==> src/rtl/usb_pkg.sv <==
// Shared types and constants for the USB host transaction sequencer.
// Latency: none; this package holds only declarations.
// Backpressure: not applicable.
package usb_pkg;

  localparam int ADDR_W = 7;
  localparam int ENDP_W = 4;
  localparam int DATA_W = 64;

  // 4-bit PID codes as they appear on the wire
  typedef enum logic [3:0] {
    PID_OUT   = 4'b0001,
    PID_IN    = 4'b1001,
    PID_DATA0 = 4'b0011,
    PID_ACK   = 4'b0010,
    PID_NAK   = 4'b1010
  } pid_t;

  typedef enum logic [2:0] {
    ST_IDLE,
    ST_TOKEN,
    ST_DATA,
    ST_WAIT_HS,
    ST_WAIT_DATA,
    ST_SEND_ACK,
    ST_SEND_NAK,
    ST_DONE
  } seq_state_t;

  // Host request captured at txn_start and replayed on every retry
  typedef struct packed {
    logic              is_in;
    logic [ADDR_W-1:0] addr;
    logic [ENDP_W-1:0] endp;
    logic [DATA_W-1:0] wdata;
  } txn_req_t;

  // 8-bit increment that sticks at all-ones
  function automatic logic [7:0] sat_inc8(input logic [7:0] v);
    return (v == 8'hFF) ? v : v + 8'd1;
  endfunction

endpackage

==> src/rtl/timeout_timer.sv <==
// Loadable up-counter with clear; flags expiry when the count reaches LIMIT.
// Latency: o_expired is registered-count compare, valid the cycle the count hits LIMIT.
// Backpressure: none; counting pauses when i_en is low and parks at LIMIT.
module timeout_timer #(
  parameter int LIMIT = 255,
  parameter int W     = $clog2(LIMIT + 1)
) (
  input  logic         clk,
  input  logic         rst_L,
  input  logic         i_clr,
  input  logic         i_load,
  input  logic [W-1:0] i_load_val,
  input  logic         i_en,
  output logic         o_expired
);

  localparam logic [W-1:0] LIM = W'(LIMIT);

  logic [W-1:0] r_cnt;

  // Clear beats load beats count; the count parks at LIMIT rather than wrapping
  always_ff @(posedge clk or negedge rst_L) begin
    if (!rst_L) begin
      r_cnt <= '0;
    end else if (i_clr) begin
      r_cnt <= '0;
    end else if (i_load) begin
      r_cnt <= i_load_val;
    end else if (i_en && (r_cnt != LIM)) begin
      r_cnt <= r_cnt + 1'b1;
    end
  end

  assign o_expired = (r_cnt == LIM);

endmodule

==> src/rtl/usb_txn_sequencer.sv <==
// Host-side USB OUT/IN transaction sequencer with NAK/error/timeout retry; USB_TXN_STATS_EN adds stat counters.
// Latency: token strobe one cycle after txn_start; txn_done one cycle after the deciding handshake or enc_done.
// Backpressure: each packet waits for enc_done; decoder events are held by the decoder until the got_data pulse.
module usb_txn_sequencer
  import usb_pkg::*;
#(
  parameter int MAX_RETRY = 8,
  parameter int TIMEOUT   = 255
) (
  input  logic              clk,
  input  logic              rst_L,
  input  logic              txn_start,
  input  logic              txn_is_in,
  input  logic [ADDR_W-1:0] txn_addr,
  input  logic [ENDP_W-1:0] txn_endp,
  input  logic [DATA_W-1:0] txn_wdata,
  output logic              txn_done,
  output logic              txn_ok,
  output logic [DATA_W-1:0] txn_rdata,
  output logic              enc_start,
  output logic [3:0]        enc_pid,
  output logic [ADDR_W-1:0] enc_addr,
  output logic [ENDP_W-1:0] enc_endp,
  output logic [DATA_W-1:0] enc_data,
  input  logic              enc_done,
  input  logic              dec_havepkt,
  input  logic              dec_haveack,
  input  logic              dec_havenak,
  input  logic              dec_error,
  input  logic [3:0]        dec_pid,
  input  logic [DATA_W-1:0] dec_data,
  output logic              got_data
`ifdef USB_TXN_STATS_EN
  ,
  output logic [7:0]        stat_retries,
  output logic [7:0]        stat_fails
`endif
);

  localparam int              ATT_W   = $clog2(MAX_RETRY + 1);
  localparam logic [ATT_W-1:0] ATT_MAX = ATT_W'(MAX_RETRY);

  seq_state_t        r_state;
  txn_req_t          r_req;
  logic [ATT_W-1:0]  r_attempt;
  logic              r_enc_start;
  logic [3:0]        r_enc_pid;
  logic [ADDR_W-1:0] r_enc_addr;
  logic [ENDP_W-1:0] r_enc_endp;
  logic [DATA_W-1:0] r_enc_data;
  logic              r_got_data;
  logic              r_txn_done;
  logic              r_txn_ok;
  logic [DATA_W-1:0] r_txn_rdata;

  logic w_in_wait;
  logic w_tmo;
  logic w_dec_any;
  logic w_good_data;
  logic w_last;
  logic w_fail;

  assign w_in_wait   = (r_state == ST_WAIT_HS) || (r_state == ST_WAIT_DATA);
  assign w_dec_any   = dec_haveack || dec_havepkt || dec_havenak || dec_error;
  // ACK outranks a data packet, so a simultaneous ACK spoils the data
  assign w_good_data = !dec_haveack && dec_havepkt && (dec_pid == PID_DATA0);
  assign w_last      = (r_attempt == ATT_MAX);
  // A decoder event always beats a coincident timeout
  assign w_fail      = ((r_state == ST_WAIT_HS) && !dec_haveack && (w_dec_any || w_tmo)) ||
                       ((r_state == ST_SEND_NAK) && enc_done);

  // Held clear outside the wait states, so every entry starts from zero
  timeout_timer #(
    .LIMIT (TIMEOUT)
  ) u_wait_timer (
    .clk        (clk),
    .rst_L      (rst_L),
    .i_clr      (!w_in_wait),
    .i_load     (1'b0),
    .i_load_val ('0),
    .i_en       (w_in_wait),
    .o_expired  (w_tmo)
  );

  // Transaction FSM; all host, encoder and decoder-side outputs are registered here
  always_ff @(posedge clk or negedge rst_L) begin
    if (!rst_L) begin
      r_state     <= ST_IDLE;
      r_req       <= '0;
      r_attempt   <= '0;
      r_enc_start <= 1'b0;
      r_enc_pid   <= '0;
      r_enc_addr  <= '0;
      r_enc_endp  <= '0;
      r_enc_data  <= '0;
      r_got_data  <= 1'b0;
      r_txn_done  <= 1'b0;
      r_txn_ok    <= 1'b0;
      r_txn_rdata <= '0;
    end else begin
      r_enc_start <= 1'b0;
      r_got_data  <= 1'b0;
      r_txn_done  <= 1'b0;
      r_txn_ok    <= 1'b0;
      case (r_state)
        ST_IDLE: begin
          if (txn_start) begin
            r_req       <= '{is_in: txn_is_in, addr: txn_addr, endp: txn_endp, wdata: txn_wdata};
            r_attempt   <= ATT_W'(1);
            r_txn_rdata <= '0;
            r_enc_start <= 1'b1;
            r_enc_pid   <= txn_is_in ? PID_IN : PID_OUT;
            r_enc_addr  <= txn_addr;
            r_enc_endp  <= txn_endp;
            r_enc_data  <= txn_wdata;
            r_state     <= ST_TOKEN;
          end
        end
        ST_TOKEN: begin
          if (enc_done) begin
            if (r_req.is_in) begin
              r_state <= ST_WAIT_DATA;
            end else begin
              r_enc_start <= 1'b1;
              r_enc_pid   <= PID_DATA0;
              r_enc_data  <= r_req.wdata;
              r_state     <= ST_DATA;
            end
          end
        end
        ST_DATA: begin
          if (enc_done) r_state <= ST_WAIT_HS;
        end
        ST_WAIT_HS: begin
          if (dec_haveack) begin
            r_got_data <= 1'b1;
            r_txn_done <= 1'b1;
            r_txn_ok   <= 1'b1;
            r_state    <= ST_DONE;
          end else if (w_dec_any) begin
            r_got_data <= 1'b1;
          end
        end
        ST_WAIT_DATA: begin
          if (w_good_data) begin
            r_txn_rdata <= dec_data;
            r_got_data  <= 1'b1;
            r_enc_start <= 1'b1;
            r_enc_pid   <= PID_ACK;
            r_state     <= ST_SEND_ACK;
          end else if (w_dec_any || w_tmo) begin
            r_got_data  <= w_dec_any;
            r_enc_start <= 1'b1;
            r_enc_pid   <= PID_NAK;
            r_state     <= ST_SEND_NAK;
          end
        end
        ST_SEND_ACK: begin
          if (enc_done) begin
            r_txn_done <= 1'b1;
            r_txn_ok   <= 1'b1;
            r_state    <= ST_DONE;
          end
        end
        ST_SEND_NAK: begin
          // Completion is a failed attempt, handled below
        end
        ST_DONE: begin
          r_state <= ST_IDLE;
        end
        default: begin
          r_state <= ST_IDLE;
        end
      endcase
      // A failed attempt either replays the token or closes the transaction unsuccessfully
      if (w_fail) begin
        if (w_last) begin
          r_txn_done <= 1'b1;
          r_txn_ok   <= 1'b0;
          r_state    <= ST_DONE;
        end else begin
          r_attempt   <= r_attempt + 1'b1;
          r_enc_start <= 1'b1;
          r_enc_pid   <= r_req.is_in ? PID_IN : PID_OUT;
          r_enc_addr  <= r_req.addr;
          r_enc_endp  <= r_req.endp;
          r_enc_data  <= r_req.wdata;
          r_state     <= ST_TOKEN;
        end
      end
    end
  end

  assign txn_done  = r_txn_done;
  assign txn_ok    = r_txn_ok;
  assign txn_rdata = r_txn_rdata;
  assign enc_start = r_enc_start;
  assign enc_pid   = r_enc_pid;
  assign enc_addr  = r_enc_addr;
  assign enc_endp  = r_enc_endp;
  assign enc_data  = r_enc_data;
  assign got_data  = r_got_data;

`ifdef USB_TXN_STATS_EN
  logic [7:0] r_stat_retries;
  logic [7:0] r_stat_fails;

  // Saturating counts of failed attempts and of transactions that ended with ok=0
  always_ff @(posedge clk or negedge rst_L) begin
    if (!rst_L) begin
      r_stat_retries <= '0;
      r_stat_fails   <= '0;
    end else if (w_fail) begin
      r_stat_retries <= sat_inc8(r_stat_retries);
      if (w_last) r_stat_fails <= sat_inc8(r_stat_fails);
    end
  end

  assign stat_retries = r_stat_retries;
  assign stat_fails   = r_stat_fails;
`endif

endmodule

==> config.mk <==
export PLATFORM = sky130hd
export DESIGN_NAME = usb_txn_sequencer
export DESIGN_NICKNAME = d
export VERILOG_FILES = /design/src/rtl/usb_pkg.sv /design/src/rtl/timeout_timer.sv /design/src/rtl/usb_txn_sequencer.sv
export SDC_FILE = /design/constraint.sdc
export NUM_CORES = 1
export LEC_CHECK = 0
export CORE_ASPECT_RATIO = 0.6
export CORE_MARGIN = 5
export CORE_UTILIZATION = 40
export DETAILED_ROUTE_END_ITERATION = 8
export PLACE_DENSITY = 0.79
export SYNTH_ARGS = -nofsm -noshare
export SYNTH_HDL_FRONTEND = slang
export SYNTH_SLANG_ARGS = --single-unit
==> constraint.sdc <==
create_clock -name clk -period 1.6 [get_ports clk]
set_input_delay 0.16 -clock clk [delete_from_list [all_inputs] [get_ports clk]]
set_output_delay 0.16 -clock clk [all_outputs]
set_load 0.01 [all_outputs]
Word level (Yosys, flattened, before mapping)
Cells that the tools add are included.
W data, S select, Z words.
- $add $sub $neg: 2
- eq/ne operators: 20
- mux-type cells: 64
- reductions and logical operators: 19
- operator list (kind ; number):
    $mux W64 ; 7
    $pmux W64 S2 ; 2
    $mux W4 ; 17
    $mux W3 ; 10
    $mux W7 ; 4
    $pmux W3 S7 ; 1
    $mux W1 ; 17
    $mux W8 ; 2
    $ne A3 B3 Y1 const B ; 5
    $eq A3 B3 Y1 const B ; 4
    $pmux W4 S3 ; 1
    $add A8 B1 Y8 const B ; 1
    $eq A8 B8 Y1 const B ; 1
    $ne A8 B8 Y1 const B ; 1
    $reduce_bool A8 Y1 ; 1
    $reduce_and A7 Y1 ; 1
    $eq A3 B2 Y1 const B ; 2
    $logic_and A1 B1 Y1 ; 6
    $logic_or A1 B1 Y1 ; 6
    $ne A2 B2 Y1 const B ; 3
    $add A4 B1 Y4 const B ; 1
    $eq A4 B2 Y1 const B ; 1
    $eq A4 B4 Y1 const B ; 1
    $ne A4 B3 Y1 const B ; 1
    other kinds (8) ; 9
- bits in registers: 238
- input port bits: 152
- output and inout bits: 147
- word-level logic and storage cells: 121

Depth between registers and ports, before layout
- depth in word-level cells: 9
- mapped depth: 8

Cells and area by module
Synthesis repeated with hierarchy kept, for this count alone.
- cells, all modules: 983
- area, all modules: 9982.1 µm²
- by module, submodules not included (module ; instances ; cells an instance ; area each (µm²)):
    usb_txn_sequencer ; 1 ; 930 ; 9465.3
    timeout_timer ; 1 ; 53 ; 516.7

Worst setup path after synthesis
No wires, ideal clock.
- kind: register to register
- start point: register u_wait_timer.r_cnt[0]
- end point: register r_enc_data[55] (netlist: enc_data[55])
- library setup time: 0.124 ns
- arrival time: 1.656 ns
- path slack: -0.180 ns
- cell stages (with the launch flop): 8
- buffers on the path: 2
- clock period less this slack: 1.780 ns
- path through: dfrtp_1 ha_1 and3_1 nand3_1 a21oi_1 buf_2 buf_2 o2bb2ai_1
- word-level cells in the longest chain between the ends: 5
- ends and longest elaborated chain (element ; RTL line ; text):
    start: declaration ; timeout_timer.sv:19 ; logic [W-1:0] r_cnt;
    start signal: assignment ; timeout_timer.sv:28 ; r_cnt <= i_load_val;
    start signal: assignment ; timeout_timer.sv:30 ; r_cnt <= r_cnt + 1'b1;
    $eq A8 B8 Y1 ; timeout_timer.sv:34 ; assign o_expired = (r_cnt == LIM);
    $logic_or A1 B1 Y1 ; usb_txn_sequencer.sv:69 ; assign w_fail = ((r_state == ST_WAIT_HS) && !dec_haveack && (w_dec_any || w_tmo)) ||
    $logic_and A1 B1 Y1 ; usb_txn_sequencer.sv:69 ;
    $logic_or A1 B1 Y1 ; usb_txn_sequencer.sv:69 ;
    $mux W64 ; usb_txn_sequencer.sv:176 ; if (w_fail) begin
    end signal: assignment ; usb_txn_sequencer.sv:115 ; r_enc_data <= txn_wdata;
    end signal: assignment ; usb_txn_sequencer.sv:126 ; r_enc_data <= r_req.wdata;
    end signal: assignment ; usb_txn_sequencer.sv:187 ; r_enc_data <= r_req.wdata;
    end: declaration ; usb_txn_sequencer.sv:50 ; logic [DATA_W-1:0] r_enc_data;
Every way passes these cells.
A chain may end at the register's enable or synchronous reset.

Final worst setup path
- start point: register r_state[2]
- end point: register r_state[2]
- word-level cells in the longest chain between the ends: 6
- elaborated cells between the ends (all ways): 22
- ends and longest elaborated chain (element ; RTL line ; text):
    start: declaration ; usb_txn_sequencer.sv:43 ; seq_state_t r_state;
    start signal: assignment ; usb_txn_sequencer.sv:88 ; r_state <= ST_IDLE;
    start signal: assignment ; usb_txn_sequencer.sv:116 ; r_state <= ST_TOKEN;
    start signal: assignment ; usb_txn_sequencer.sv:122 ; r_state <= ST_WAIT_DATA;
    $eq A3 B2 Y1 ; usb_txn_sequencer.sv:69, usb_txn_sequencer.sv:105 ;
    $logic_and A1 B1 Y1 (2 in a row) ; usb_txn_sequencer.sv:69 ;
    $logic_or A1 B1 Y1 ; usb_txn_sequencer.sv:69 ;
    $reduce_bool A8 Y1 (no source line) (tied with other cells) ; n/a ;
    $reduce_and A7 Y1 (no source line) ; n/a ;
Several ways; a longest one is shown, not always the timed one.

==> qor.yml <==
worst_setup_path:
  critical_path_class: "reg2reg"
  crit_chain: "buf_4 -> o311ai_0 -> buf_4 -> o221ai_2 -> nand3_2 -> o2111ai_1"
  arrival_ns: 2.27
  worstSetupStartpointType: "flop"
  r2r_end: "r_state[2]$_DFFE_PN0P_"
  r2r_slack_ns: -0.30
  cpMostUsedCell: "buf_4"
  cp_slowest_cell: "o311ai_0"
  cp_max_fo: 7
  r2r-start: "r_state[2]$_DFFE_PN0P_"
  slowest_delay_ns: 0.53
  endpoint_kind: "flop"
  worst_ep_required_time_ns: 1.96
  reg2reg_depth: 6
final_layout:
  fillers: 1678
  final_area_mm2: 0.0167
  final_nets: 1610
  layout.cells.non_filler: 1790
  post-route-util: 0.690
  final_layout_size_suffix_gt1_frac: 0.241
  area_growth_pct: 69.9
  antenna_cells: 0
logic_synthesis:
  synth-seq-cells: 238
  synth_xor_area_frac: 0.00445
  synth-main-ff-cell: "dfrtp_1"
  ys_seq_area_frac: 0.605
  synth-adder-area-share: 0.00381
  synth-edff-count: 0
  synthSimpleGateAreaFrac: 0.181
  ys_top_cells_by_area: "dfrtp_1 (61%), nand2_1 (14%), o2bb2ai_1 (5.7%), a21boi_0 (4.4%), o21ai_0 (3.6%)"
  synth_compound_area_frac: 0.173
  syn_avg_cell_area_um2: 9.83
  synth_top_area_frac: 0.605
  synthMuxAreaShare: 0
  async_reset_ff_frac: 1.00
  synth_top_area_cell: "dfrtp_1"
  synth_most_common_cell: "nand2_1"
  synth_commonest_cells: "nand2_1 (376), dfrtp_1 (238), o21ai_0 (70), o2bb2ai_1 (64), a21boi_0 (58)"
  syn_area_mm2: 0.00984
  netlist_instances: 1001
  yosysWarnings: 0
  ys_types: 48
  syn_nets: 1156
  synth_top_family_by_area: "simple AND/OR/NAND/NOR gates"
pwr:
  ir_worst_vdd_mv: 0.954
  power.density_mw_per_mm2: 1780
  leakage_nw: 7.67
  p_total_mw: 29.8
detailed_routing:
  drtPass1Iterations: 5
  vias: 9427
  drc: 0
  wl_per_cell_um: 20.2
  antenna_left: 0
  dr.first_iter.drc_count: 675
  wl_mm: 36.1
  avgViaCountPerCell: 5.27
placed_design:
  dp_hpwl_mm: 21.1
  gp_congestion: 0.854
  place_area_mm2: 0.0142
  numPortBuffers: 298
  place_inst: 1686
  pre_cts_ws_ns: -0.581
clock_tree:
  cts-root-buf: "clkbuf_16"
  cts_buffer_depth: 3
  clk_latency_ns: 0.50
  ctsHtreeMaxLevel: 1
  tritoncts: "done"
  clkTransAtPathRegs_ns: 0.06
  cts_buffers: 23
  cts.sinks: 238
sta:
  period_needed_ns: 1.90
  setup_tns_ns: -26.18
  post-route-period-util: 1.19
  rsz0062_at_grt: "true"
  relSlewSlack: 0.614
  fin_hold_ws_ns: 0.201
  setup_viol: 183
  finClkSkew_ns: 0.00932
  finalMaxSlewViolations: 0
  hold_viol: 0
  fin_ws_ns: -0.303
  worst_slew_pin_slew_ns: 0.571
  fmax_mhz: 525
floorplan:
  fp.dieArea_mm2: 0.0279
  die_h_um: 132
  io_pins: 299
  num_rows: 44
  die_w_um: 213
  core_mm2: 0.0242
  start_util: 0.406
global_routing:
  antenna_found_initial: 0
  grt_pass1_wl_mm: 51.2
  gr-total-overflow: 0
  grt_pass1_vias: 9313
  grt_usage: 0.224
  grt_max_degree: 65
min_path:
  holdPathStages: 3
  min_from: "dec_data[21]"
  min_to: "txn_rdata[21]$_DFFE_PN0P_"
  hp-class: "in2reg"
job:
  max-cap-violations: 0
status:
  status: "finished, violations left"
  violations: "setup timing"
flip-flops by register name (all words and copies together) (netlist names), 4 cells and up, named ones only:
name                count
enc_endp                4
enc_data               64
u_wait_timer.r_cnt      8
txn_rdata              64
enc_pid                 4
r_req                  76
enc_addr                7
metal layers:
layer,GRT usage,vias to the layer above,wire length (µm)
met5,0,-,0
met4,0.0412,0,614
met3,0.0495,49,2910
met2,0.353,360,16600
met1,0.325,4729,16000
li1,-,4289,-
worst max-delay path by stage:
| stage | cells past startpoint | slack [ns] | start | endpoint |
|---|---|---|---|---|
| floorplan | 7 | -0.05 | dec_havepkt | enc_data[10]$_DFF_PN0_ |
| global placement | 7 | -0.52 | dec_havepkt | enc_data[10]$_DFF_PN0_ |
| detailed placement | 8 | -0.58 | dec_haveack | r_state[0]$_DFFE_PN0P_ |
| CTS | 8 | -0.20 | r_state[2]$_DFFE_PN0P_ | enc_data[40]$_DFF_PN0_ |
| global route | 9 | -0.34 | r_state[2]$_DFFE_PN0P_ | enc_data[55]$_DFF_PN0_ |
| finish | 6 | -0.30 | r_state[2]$_DFFE_PN0P_ | r_state[2]$_DFFE_PN0P_ |
layout make-up:
cell class | instances | area [µm²] | area share
Sequential cell | 238 | 5960 | 0.356
Clock inverter | 3 | 90.1 | 0.00539
Clock buffer | 35 | 701 | 0.0419
Inverter | 4 | 15.0 | 0.000898
Timing Repair Buffer | 494 | 5370 | 0.321
Tap cell | 322 | 403 | 0.0241
Multi-Input combinational cell | 694 | 4180 | 0.250
cells by family (layout without fill, tap and decap cells):
| logic type | count (synthesis) | after routing |
|---|---|---|
| compound gates | 241 | 241 |
| fa+ha+maj | 3 | 3 |
| simple gates | 445 | 445 |
| xor+xnor | 5 | 5 |
| buf+inv | 69 | 536 |
| flops | 238 | 238 |
worst max-delay path, delay by kind of cell, from the launching register on:
| kind | cells | cell delay [ns] |
|---|---|---|
| buffers and inverters | 2 | 0.42 |
| flip-flops | 1 | 0.46 |
| AND/OR/NAND/NOR | 1 | 0.13 |
| AO/OA/AOI/OAI | 3 | 0.76 |
power breakdown:
group	switching [mW]	total (mW)	internal, mW
Clock	2.23	5.71	3.47
Combinational	6.63	14.0	7.36
Sequential	1.64	10.1	8.42
cells in the final DEF (no fill, tap or decap), types with 3 or more instances in the layout:
master / n
a21boi_0: 34
a21boi_1: 24
a21boi_2: 5
a21oi_1: 5
a21oi_2: 5
a31oi_1: 10
a31oi_2: 3
and3_4: 3
buf_12: 30
buf_16: 10
buf_4: 114
buf_6: 19
buf_8: 11
bufinv_16: 3
clkbuf_1: 4
clkbuf_16: 35
clkbuf_8: 8
clkdlybuf4s50_1: 269
dfrtp_1: 235
dfrtp_2: 3
dlygate4sd2_1: 25
dlymetal6s2s_1: 3
inv_1: 3
nand2_1: 341
nand2_2: 23
nand2_4: 11
nand3_1: 7
nor2_1: 15
nor2_2: 10
nor2_4: 6
nor2b_1: 5
nor3_1: 4
o21ai_0: 17
o21ai_1: 36
o21ai_2: 17
o2bb2ai_1: 50
o2bb2ai_2: 13
xor2_1: 3
what timing repair did:
action                                 CTS  global route
pin swaps                                4            37
endpoints found under the hold margin   83             0
hold buffers                             1             0
setup endpoints to repair              262           267
cloned                                  11            17
setup buffers                           24            17
gates resized for setup                120           180
Note: power is estimated with default switching activity, not from simulation.
